File: src/rtl/watch_time_dp_if.sv
// Bus between the watch control unit / display mux and the timekeeping datapath.
// Optional csec field present when WATCH_CSEC_EN is defined.
interface watch_time_dp_if;
  logic       stop;
  logic       sec_1;
  logic       sec_10;
  logic       min_1;
  logic       min_10;
  logic       hour_1;
  logic       hour_10;
  logic       btnU;
  logic       btnD;
  logic [5:0] sec;
  logic [5:0] min;
  logic [4:0] hour;
  logic       day_tick;
`ifdef WATCH_CSEC_EN
  logic [6:0] csec;
`endif

  modport master (
    output stop, sec_1, sec_10, min_1, min_10, hour_1, hour_10, btnU, btnD,
    input  sec, min, hour, day_tick
`ifdef WATCH_CSEC_EN
    , input csec
`endif
  );

  modport slave (
    input  stop, sec_1, sec_10, min_1, min_10, hour_1, hour_10, btnU, btnD,
    output sec, min, hour, day_tick
`ifdef WATCH_CSEC_EN
    , output csec
`endif
  );
endinterface

File: src/rtl/watch_time_dp.sv
// Watch-mode hh:mm:ss counter with stopped-state digit adjust.
// Define WATCH_CSEC_EN to add a 1/100 s csec field that drives the seconds carry.
module watch_time_dp #(
  parameter int TICK_DIV  = 100_000_000,
  parameter int INIT_HOUR = 12
) (
  input logic           clk,
  input logic           rst,
  watch_time_dp_if.slave bus
);

  localparam int PW = (TICK_DIV > 1) ? $clog2(TICK_DIV) : 1;
  localparam logic [PW-1:0] PRE_LAST = PW'(TICK_DIV - 1);

  logic [PW-1:0] presc;
  logic [5:0]    sec_q;
  logic [5:0]    min_q;
  logic [4:0]    hour_q;
  logic          day_tick_q;

  logic [5:0]    sel;
  logic          step;
  logic          sec_en;
  logic          adj_ok;
  logic [6:0]    w7;
  logic [6:0]    sec_a7;
  logic [6:0]    min_a7;
  logic [6:0]    hour_a7;

  // Modular add/subtract of one digit weight; 7-bit operands cannot overflow
  // for any field value below its modulus.
  function automatic logic [6:0] adj_mod(input logic [6:0] f, input logic [6:0] w,
                                         input logic [6:0] m, input logic up);
    logic [6:0] t;
    t = up ? (f + w) : (f + m - w);
    return (t >= m) ? (t - m) : t;
  endfunction

  assign sel    = {bus.hour_10, bus.hour_1, bus.min_10, bus.min_1, bus.sec_10, bus.sec_1};
  assign step   = !bus.stop && (presc == PRE_LAST);
  assign adj_ok = bus.stop && $onehot(sel) && (bus.btnU ^ bus.btnD);
  assign w7     = (sel[1] | sel[3] | sel[5]) ? 7'd10 : 7'd1;

  always_comb begin
    sec_a7  = adj_mod({1'b0, sec_q},  w7, 7'd60, bus.btnU);
    min_a7  = adj_mod({1'b0, min_q},  w7, 7'd60, bus.btnU);
    hour_a7 = adj_mod({2'b0, hour_q}, w7, 7'd24, bus.btnU);
  end

`ifdef WATCH_CSEC_EN
  logic [6:0] csec_q;
  assign sec_en   = step && (csec_q == 7'd99);
  assign bus.csec = csec_q;
`else
  assign sec_en = step;
`endif

  always_ff @(posedge clk) begin
    if (!rst) begin
      presc      <= '0;
      sec_q      <= 6'd0;
      min_q      <= 6'd0;
      hour_q     <= 5'(INIT_HOUR);
      day_tick_q <= 1'b0;
`ifdef WATCH_CSEC_EN
      csec_q     <= 7'd0;
`endif
    end else begin
      day_tick_q <= 1'b0;
      // Stop clears the prescaler so a resume always waits a full period.
      if (bus.stop || step) presc <= '0;
      else                  presc <= presc + PW'(1);

      if (adj_ok) begin
        if (sel[1:0] != 2'b00) sec_q  <= sec_a7[5:0];
        if (sel[3:2] != 2'b00) min_q  <= min_a7[5:0];
        if (sel[5:4] != 2'b00) hour_q <= hour_a7[4:0];
`ifdef WATCH_CSEC_EN
        csec_q <= 7'd0;
`endif
      end else if (step) begin
`ifdef WATCH_CSEC_EN
        csec_q <= (csec_q == 7'd99) ? 7'd0 : csec_q + 7'd1;
`endif
        if (sec_en) begin
          if (sec_q == 6'd59) begin
            sec_q <= 6'd0;
            if (min_q == 6'd59) begin
              min_q <= 6'd0;
              if (hour_q == 5'd23) begin
                hour_q     <= 5'd0;
                day_tick_q <= 1'b1;
              end else begin
                hour_q <= hour_q + 5'd1;
              end
            end else begin
              min_q <= min_q + 6'd1;
            end
          end else begin
            sec_q <= sec_q + 6'd1;
          end
        end
      end
    end
  end

  assign bus.sec      = sec_q;
  assign bus.min      = min_q;
  assign bus.hour     = hour_q;
  assign bus.day_tick = day_tick_q;

endmodule
File: src/flat_wrapper.sv
// flat-port wrapper written by rule: the top's interface ports become plain ports
module watch_time_dp_flat 
#(
  parameter int TICK_DIV  = 100_000_000,
  parameter int INIT_HOUR = 12
)
  (clk, rst, bus_stop, bus_sec_1, bus_sec_10, bus_min_1, bus_min_10, bus_hour_1, bus_hour_10, bus_btnU, bus_btnD, bus_sec, bus_min, bus_hour, bus_day_tick);
  watch_time_dp_if bus_i ();
  input logic clk;
  input logic rst;
  input wire logic [$bits(bus_i.stop)-1:0] bus_stop;
  input wire logic [$bits(bus_i.sec_1)-1:0] bus_sec_1;
  input wire logic [$bits(bus_i.sec_10)-1:0] bus_sec_10;
  input wire logic [$bits(bus_i.min_1)-1:0] bus_min_1;
  input wire logic [$bits(bus_i.min_10)-1:0] bus_min_10;
  input wire logic [$bits(bus_i.hour_1)-1:0] bus_hour_1;
  input wire logic [$bits(bus_i.hour_10)-1:0] bus_hour_10;
  input wire logic [$bits(bus_i.btnU)-1:0] bus_btnU;
  input wire logic [$bits(bus_i.btnD)-1:0] bus_btnD;
  output wire logic [$bits(bus_i.sec)-1:0] bus_sec;
  output wire logic [$bits(bus_i.min)-1:0] bus_min;
  output wire logic [$bits(bus_i.hour)-1:0] bus_hour;
  output wire logic [$bits(bus_i.day_tick)-1:0] bus_day_tick;
  assign bus_i.stop = bus_stop;
  assign bus_i.sec_1 = bus_sec_1;
  assign bus_i.sec_10 = bus_sec_10;
  assign bus_i.min_1 = bus_min_1;
  assign bus_i.min_10 = bus_min_10;
  assign bus_i.hour_1 = bus_hour_1;
  assign bus_i.hour_10 = bus_hour_10;
  assign bus_i.btnU = bus_btnU;
  assign bus_i.btnD = bus_btnD;
  assign bus_sec = bus_i.sec;
  assign bus_min = bus_i.min;
  assign bus_hour = bus_i.hour;
  assign bus_day_tick = bus_i.day_tick;
  watch_time_dp #(.TICK_DIV(TICK_DIV), .INIT_HOUR(INIT_HOUR)) u_core (.clk(clk), .rst(rst), .bus(bus_i));
endmodule
File: config.mk
export PLATFORM = sky130hd
export DESIGN_NAME = watch_time_dp_flat
export DESIGN_NICKNAME = d
export VERILOG_FILES = /design/src/rtl/watch_time_dp_if.sv /design/src/rtl/watch_time_dp.sv /design/src/flat_wrapper.sv
export SDC_FILE = /design/constraint.sdc
export NUM_CORES = 1
export LEC_CHECK = 0
export BUFFER_PORTS_ARGS = -buffer_cell sky130_fd_sc_hd__buf_2
export CAP_MARGIN = 0
export CORE_MARGIN = 2
export CORE_UTILIZATION = 39
export CTS_BUF_LIST = sky130_fd_sc_hd__clkbuf_4 sky130_fd_sc_hd__clkbuf_8
export DETAILED_ROUTE_END_ITERATION = 8
export GPL_TIMING_DRIVEN = 0
export SYNTH_ARGS = -nofsm -noshare
export SYNTH_HDL_FRONTEND = slang
export SYNTH_SLANG_ARGS = --single-unit
export TNS_END_PERCENT = 1
File: constraint.sdc
create_clock -name clk -period 3.6 [get_ports clk]
set_input_delay 0.18 -clock clk [delete_from_list [all_inputs] [get_ports clk]]
set_output_delay 0.18 -clock clk [all_outputs]
set_load 0.03 [all_outputs]
==> results.sh <==
export IMPL_outcome="complete, no violations"
export IMPL_cts_tree="done"
export IMPL_cts_buffers=5
export IMPL_rsz0062_at_grt="false"
export IMPL_grt_pass1_wl_um=17200
export IMPL_period_share_pct=92.5
export IMPL_antenna_cells=0
export IMPL_fin_worst_skew_ns=0.00752
export IMPL_seq_area_frac_synth_pct=22.2
export IMPL_port_buffers=27
export IMPL_drc=0
export IMPL_drtPass1Iterations=6
export IMPL_layout_common_cells="54 x inv_1, 50 x nor2_1, 45 x dfxtp_1"
export IMPL_peakVddDrop_v=0.000179
export IMPL_setup_tns_ns=0
export IMPL_fill_cells=1056
export IMPL_dp_cells=678
export IMPL_critPathKind="in2reg"
export IMPL_grt_max_degree=16
export IMPL_floorplan_initialDensity_pct=39.7
export IMPL_hp_start="rst"
export IMPL_ys_ff_latch=45
export IMPL_clk_pin_slew_worst_paths_ns=0.09
export IMPL_rows=37
export IMPL_ys_types=64
export IMPL_via_count=3785
export IMPL_wire_per_inst_um=14.9
export IMPL_drv_cap=0
export IMPL_postSynth_asyncResetShare_pct=0
export IMPL_max_slew_margin_pct=46.5
export IMPL_post_synth_top_area_fraction_pct=22.2
export IMPL_root_buffer="clkbuf_8"
export IMPL_synthFlopType="dfxtp_1"
export IMPL_critPathLaunch="bus_hour_10"
export IMPL_r2r_start="u_core.bus.min[1]$_SDFFE_PN0P_"
export IMPL_grt_pass1_vias=3600
export IMPL_dieArea_sq_um=11200
export IMPL_multiInputGateArea_sq_um=2880
export IMPL_worst_setup_path_start_kind="input port"
export IMPL_fmax_ghz=0.300
export IMPL_overflow=0
export IMPL_yosysWarnings=0
export IMPL_p_leak_nw=1.92
export IMPL_register_area_sq_um=901
export IMPL_yosysTopAreaCell="dfxtp_1"
export IMPL_finalNetCount=614
export IMPL_num_io_pins=29
export IMPL_drt_wl_total_um=10200
export IMPL_routabilityCongestion=0.861
export IMPL_worst_endpoint_required_ns=3.80
export IMPL_synth_edf_count=0
export IMPL_critPathArrivalTime_ns=3.53
export IMPL_syn_nets=578
export IMPL_syn_area_sq_um=4060
export IMPL_crit_path_end_kind="register"
export IMPL_synth_area_leaders="dfxtp_1 22%, ha_1 14%, xnor2_1 5.2%"
export IMPL_clockBufferDepth=2
export IMPL_period_minus_slack_ns=3.33
export IMPL_dpl_hpwl_um=7960
export IMPL_power_density_nw_per_um2=290
export IMPL_avgSynthCellArea_sq_um=7.88
export IMPL_cts_max_level=2
export IMPL_syn_inst=515
export IMPL_worstHoldPathType="in2reg"
export IMPL_cp_max_fo=15
export IMPL_avgViaCountPerCell=5.50
export IMPL_worst_pin_slew_ns=0.790
export IMPL_clock_latency_ns=0.30
export IMPL_final_cells=688
export IMPL_clock_sinks=45
export IMPL_setup_viol_count_final=0
export IMPL_hold_viol_final=0
export IMPL_drv_slew=0
export IMPL_drive_gt1_share_pct=9.96
export IMPL_die_w_um=106
export IMPL_cts_hold_buf=0
export IMPL_ant_nets=0
export IMPL_die_h_um=106
export IMPL_antenna_found_initial=0
export IMPL_syn2layout_area_growth_pct=10.8
export IMPL_layout_commonest_cell="inv_1"
export IMPL_grt_usage_pct=18.7
export IMPL_drtIter0Drc=242
export IMPL_core_area_sq_um=10200
-- cell type report --
cell class	instances	area share [%]
sequential	45	20.0
buffer	16	1.81
tap	136	3.79
timing repair buffer	29	3.34
clock buffer	6	1.84
inverter	55	4.68
multi-input combinational	399	64.1
clock inverter	2	0.390
-- Yosys cell counts, drive strengths merged (8+ instances only) --
cell and n:
or3 8, nor3 13, clkbuf 9, inv 55, and3 13, ha 44
o21ai 24, dfxtp 45, nand3 30, fa 8, a21oi 19, xor2 9
nand2 36, nor2 50, mux2i 9, xnor2 24
-- path summary, 6_finish.rpt --
| path | to | slack [ns] | depth (start not counted) |
|---|---|---|---|
| worst max register to register | u_core.bus.min[2]$_SDFFE_PN0P_ | 0.33 | 11 |
| worst min-delay path | u_core.bus.sec[1]$_SDFFE_PN0P_ | 0.29 | 3 |
| worst max-delay path | u_core.bus.min[2]$_SDFFE_PN0P_ | 0.27 | 14 |
| worst min register to register | u_core.presc[0]$_SDFF_PP0_ | 0.49 | 1 |
-- sequential cells by signal (all words and copies together) (netlist names) --
signal,count
u_core.presc,27
u_core.bus.min,6
u_core.bus.sec,6
u_core.bus.hour,5
u_core.bus.day_tick,1
-- timing repair --
action / CTS / global route
endpoints found under the setup margin: 10 / 7
setup buffers: 2 / 0
resized for setup: 2 / 1
-- per-stage QoR --
stage	area [sq um]	hold WS (ns)	worst slack (ns)	power, W	utilization [%]
CTS	4490	0.311	0.0438	0.00131	43.9
floorplan	4060	0.375	0.0789	0.000858	-
finish	4500	0.294	0.269	0.00130	43.9
detailed placement	4360	0.473	-0.985	0.000959	42.7
global route	4500	0.333	0.112	0.00139	43.9
global placement	4360	0.442	-0.987	0.000952	42.7
-- critical path: stages --
cell and delay, ns:
buf_2 0.11, inv_1 0.12, nand3_4 0.29, ha_1 0.40
inv_1 0.04, ha_1 0.22, fa_1 0.41, and3_4 0.21
o41a_1 0.36, a222oi_1 0.44, and2_1 0.26, o21ai_1 0.09
a22o_1 0.19, a22o_1 0.22
-- logic make-up after synthesis --
kind of cell / share of synthesized area, %
xor+xnor: 7.12
simple gates: 24.9
compound gates: 18.1
fa+ha+maj: 17.5
flops: 22.2
buf+inv: 7.09
mux: 3.05
-- where the power goes --
group          total [W]  switching [W]  internal [W]
Combinational   0.000424       0.000258      0.000166
Sequential      0.000533      0.0000220      0.000511
Clock           0.000347       0.000187      0.000160
-- layer usage --
metal  GRT usage [%]  up-vias  wire [um]
met5               0        -          0
li1                -     1892          -
met3            2.94        8        429
met4            3.38        0        113
met1            24.1     1807       4710
met2            33.1       78       4970
No activity file was read; power rests on OpenSTA's default activity.
